==> config.mk <==
export PLATFORM = sky130hd
export DESIGN_NAME = cond_match_unit
export DESIGN_NICKNAME = d
export VERILOG_FILES = /design/src/rtl/cond_match_unit.sv
export SDC_FILE = /design/constraint.sdc
export NUM_CORES = 1
export LEC_CHECK = 0
export CORE_MARGIN = 2
export CORE_UTILIZATION = 40
export DETAILED_ROUTE_END_ITERATION = 7
export SYNTH_ARGS = -nofsm -noshare
export SYNTH_HDL_FRONTEND = slang
export SYNTH_SLANG_ARGS = --single-unit
==> constraint.sdc <==
create_clock -name i_clk -period 3.6 [get_ports i_clk]
set_input_delay 0.72 -clock i_clk [delete_from_list [all_inputs] [get_ports i_clk]]
set_output_delay 0.72 -clock i_clk [all_outputs]
set_load 0.01 [all_outputs]
==> src/rtl/cond_match_unit.sv <==
// Multi-channel condition matcher: per-channel masked-equal / less-than / greater-or-equal
// compare of each valid sample, registered hit flags, first-hit encoder and saturating counters.
module cond_match_unit #(
    parameter int WIDTH     = 8,
    parameter int CHANNELS  = 4,
    parameter int CNT_WIDTH = 16,
    parameter int CH_W      = (CHANNELS > 1) ? $clog2(CHANNELS) : 1
) (
    input  logic                          i_clk,
    input  logic                          i_rst_n,
    input  logic                          i_valid,
    input  logic [WIDTH-1:0]              i_data,
    input  logic                          i_cfg_we,
    input  logic [CH_W-1:0]               i_cfg_ch,
    input  logic [1:0]                    i_cfg_mode,
    input  logic [WIDTH-1:0]              i_cfg_value,
    input  logic [WIDTH-1:0]              i_cfg_mask,
    input  logic                          i_clear,
    output logic [CHANNELS-1:0]           o_hit,
    output logic                          o_any_hit,
    output logic [CH_W-1:0]               o_first_ch,
    output logic [CHANNELS*CNT_WIDTH-1:0] o_count,
    output logic [CHANNELS-1:0]           o_sat
);

    localparam logic [1:0] MODE_OFF = 2'b00;
    localparam logic [1:0] MODE_EQ  = 2'b01;
    localparam logic [1:0] MODE_LT  = 2'b10;
    localparam logic [1:0] MODE_GE  = 2'b11;

    function automatic logic match_fn(
        input logic [1:0]       mode,
        input logic [WIDTH-1:0] value,
        input logic [WIDTH-1:0] mask,
        input logic [WIDTH-1:0] data
    );
        logic m;
        m = 1'b0;
        case (mode)
            MODE_OFF: m = 1'b0;
            MODE_EQ:  m = (((data ^ value) & ~mask) == '0);
            MODE_LT:  m = (data < value);
            MODE_GE:  m = (data >= value);
            default:  m = 1'b0;
        endcase
        return m;
    endfunction

    logic [CHANNELS-1:0] hit_next;
    logic [CHANNELS-1:0] hit_reg;
    logic                any_hit_reg;
    logic [CH_W-1:0]     first_ch_next;
    logic [CH_W-1:0]     first_ch_reg;

    genvar gi;
    generate
        for (gi = 0; gi < CHANNELS; gi++) begin : g_ch
            logic [1:0]           mode_reg;
            logic [WIDTH-1:0]     value_reg;
            logic [WIDTH-1:0]     mask_reg;
            logic [CNT_WIDTH-1:0] count_reg;
            logic [CNT_WIDTH-1:0] count_next;
            logic                 sat_reg;
            logic                 sat_next;
            logic                 cfg_sel;

            // Out-of-range channel indices never compare equal to any gi, so they are dropped.
            assign cfg_sel = i_cfg_we && (i_cfg_ch == CH_W'(gi));

            always_ff @(posedge i_clk or negedge i_rst_n) begin
                if (!i_rst_n) begin
                    mode_reg  <= MODE_OFF;
                    value_reg <= '0;
                    mask_reg  <= '0;
                end else if (cfg_sel) begin
                    mode_reg  <= i_cfg_mode;
                    value_reg <= i_cfg_value;
                    mask_reg  <= i_cfg_mask;
                end
            end

            // Sample is compared against the config as it stands before any same-cycle write.
            assign hit_next[gi] = i_valid && match_fn(mode_reg, value_reg, mask_reg, i_data);

            always_comb begin
                count_next = count_reg;
                sat_next   = sat_reg;
                if (i_clear) begin
                    count_next = '0;
                    sat_next   = 1'b0;
                end else begin
                    if (hit_next[gi] && (count_reg != '1)) begin
                        count_next = count_reg + CNT_WIDTH'(1);
                    end
                    if (count_next == '1) begin
                        sat_next = 1'b1;
                    end
                end
            end

            always_ff @(posedge i_clk or negedge i_rst_n) begin
                if (!i_rst_n) begin
                    count_reg <= '0;
                    sat_reg   <= 1'b0;
                end else begin
                    count_reg <= count_next;
                    sat_reg   <= sat_next;
                end
            end

            assign o_count[gi*CNT_WIDTH +: CNT_WIDTH] = count_reg;
            assign o_sat[gi]                          = sat_reg;
        end
    endgenerate

    // Scan downward so the lowest hitting index is the last one written.
    always_comb begin
        first_ch_next = '0;
        for (int i = CHANNELS - 1; i >= 0; i--) begin
            if (hit_next[i]) begin
                first_ch_next = CH_W'(i);
            end
        end
    end

    always_ff @(posedge i_clk or negedge i_rst_n) begin
        if (!i_rst_n) begin
            hit_reg      <= '0;
            any_hit_reg  <= 1'b0;
            first_ch_reg <= '0;
        end else begin
            hit_reg      <= hit_next;
            any_hit_reg  <= |hit_next;
            first_ch_reg <= first_ch_next;
        end
    end

    assign o_hit      = hit_reg;
    assign o_any_hit  = any_hit_reg;
    assign o_first_ch = first_ch_reg;

endmodule
==> impl_metrics.ini <==
[job]
cap_violations = 0

[clock_tree]
htree_levels = 4
path_clk_slew_ns = 0.07
postCtsHoldBufs = 0
cts_tree = built
insertion_delay_ns = 0.42
ctsResizeCount = 0
cts_setup_buffers = 0
cts_buffers = 17
cts-root-buf = clkbuf_16
cts.sinks = 147
cts_buffer_depth = 2

[synth]
synth_area_um2 = 8010
async_flop_share = 1.00
synth.ff_latch_count = 147
synth_edf_count = 0
synthCells = 783
synth.most_common_cell = dfrtp_1
synth.distinct_cells = 75
synth_nets = 852
synth_area_leader_cell = dfrtp_1
syn_avg_cell_area_um2 = 10.2
synthTopCellsByArea = dfrtp_1, mux2_2, ha_1, nor2_1, xnor2_1
synth_common_cells = dfrtp_1, nor2_1, mux2_2
ys.flop_type = dfrtp_1
synth_warnings = 0
synth_top_area_share = 0.459
ys_seq_area_frac = 0.459

[finish]
layout.nets = 1002
area_growth_pct = 28.4
fill_cells = 1783
largest_reg_flops = 64
final_area_um2 = 10300
final_cells = 1211
fin_util = 0.526
drive_above_1_share = 0.175
diodes = 0

[place]
port_buffers = 107
placed_cell_area_um2 = 9670
place_congestion = 0.909
dp_hpwl_um = 15300
dp_cells = 1179
dp_worst_setup_slack_ns = -0.180

[setup_path]
max_stage_delay_ns = 0.59
critPathKind = in2reg
crit_family = simple AND/OR/NAND/NOR gates
worstSetupEndpointType = register
crit_buf_inv = 1
cp_slowest_cell = or4_1
path_max_fanout = 3
required_ns = 3.92
reg2reg_from = g_ch[1].value_reg[6]
startpoint = i_data[6]
start_kind = input port
cp.arrival_ns = 3.70
crit_chain = clkdlybuf4s50_1 > ha_1 > a21o_1 > a21oi_1 > and4b_1 > o221ai_2 > or4_1 > xnor2_1 > or3_1 > o32ai_1

[global_routing]
grt_usage = 0.200
grt_overflow = 0
grt_max_degree = 63
grt_pass1_vias = 6367
antenna_found_initial = 0
grt_pass1_wl_um = 33900

[sta]
whs_ns = 0.279
tns_ns = 0
fin_skew_ns = 0.0135
setup_viol = 0
hold_viol = 0
setup_slack_ns = 0.227
rsz0062_at_grt = false
fin_crit_ns = 3.37
period_share = 0.937
slew_headroom = 0.414
tightest_slew_ns = 0.878
slew_violations = 0
fmax_mhz = 297

[die]
start_util = 0.410
die_h_um = 145
coreArea_um2 = 19500
dieArea_um2 = 21200
rows = 51
die_x_um = 145
ios = 108

[detailed_routing]
via_per_inst = 5.35
routed_wl_um = 20600
drt.antenna.violating_nets = 0
vias = 6484
post_drt_wl_per_cell_um = 17.0
drc = 0
dr.pass1.iters = 5
drt_iter0_markers = 448

[power]
p_leak_nw = 4.29
power_mw = 4.74
powerDensity_nw_per_um2 = 461
irDropWorstVdd_mv = 0.348

[status]
status = finished, final reports clean

[hold_path]
min_path_type = in2async
## cell families (layout without fill, tap and decap cells)
group           count (synthesis)  count (layout)  synth area share
compound gates                135             135             0.113
xor+xnor                       47              47            0.0514
fa+ha+maj                      36              36            0.0562
buf+inv                        69             232            0.0377
flops                         147             147             0.459
mux                            66              66            0.0925
simple gates                  283             283             0.190
## path summary, 6_finish.rpt
kind | end | slack [ns] | cells after the start
worst min-delay path | g_ch[3].count_reg[2] | 0.28 | 1
max in group asynchronous | g_ch[3].value_reg[5] | 2.58 | 2
worst min register to register | g_ch[3].sat_reg | 0.49 | 2
min in group i_clk | g_ch[3].sat_reg | 0.49 | 2
worst max-delay path | g_ch[1].sat_reg | 0.23 | 10
worst max register to register | g_ch[1].sat_reg | 0.59 | 10
## cell type report
type	instances	area (µm²)	share of cell area
timing repair buffer	156	1460	0.142
inverter	44	165	0.0161
multi-input combinational	567	4030	0.392
tap	265	332	0.0323
sequential	147	3680	0.358
clock inverter	13	158	0.0153
clock buffer	19	453	0.0441
## power by group
| group | switching, mW | internal [mW] | leakage [nW] |
|---|---|---|---|
| sequential | 0.126 | 1.83 | 1.90 |
| combinational | 0.475 | 0.478 | 2.11 |
| clock | 0.701 | 1.12 | 0.291 |
| total | 1.30 | 3.44 | 4.29 |
## cells in the final DEF, fill, tap and decap left out, types with 4 or more instances in the layout
cell type	Yosys	layout
o211ai_1	9	9
clkdlybuf4s50_1	0	105
mux2_2	64	64
nor4_1	6	6
nor3b_1	6	5
xnor2_1	29	29
inv_1	44	44
nand4_1	21	21
nand3b_1	4	4
dfrtp_1	147	147
clkbuf_16	0	17
a31oi_1	8	8
nor2b_1	13	13
or3_1	11	11
nand2b_1	5	5
a21o_1	4	4
nor2_1	71	71
nand3_1	29	29
clkinvlp_4	0	4
o21ai_1	4	4
o31ai_1	6	6
a211oi_1	4	4
o21ai_0	26	26
and2_1	4	4
o22ai_1	17	17
and4_1	8	8
buf_4	5	47
nor3_1	16	16
a21oi_1	29	29
clkinv_2	0	4
ha_1	36	36
nand2_1	53	53
xor2_1	18	18
and3_1	14	14
## routing by layer
layer  vias up  track usage  part of all wire
li1       3148            -                 -
met1      3179        0.275              0.47
met2       139        0.328              0.47
met3        18       0.0395             0.040
met4         0       0.0500             0.012
met5         -            0                 0
Power figures use the tool's default switching activity.
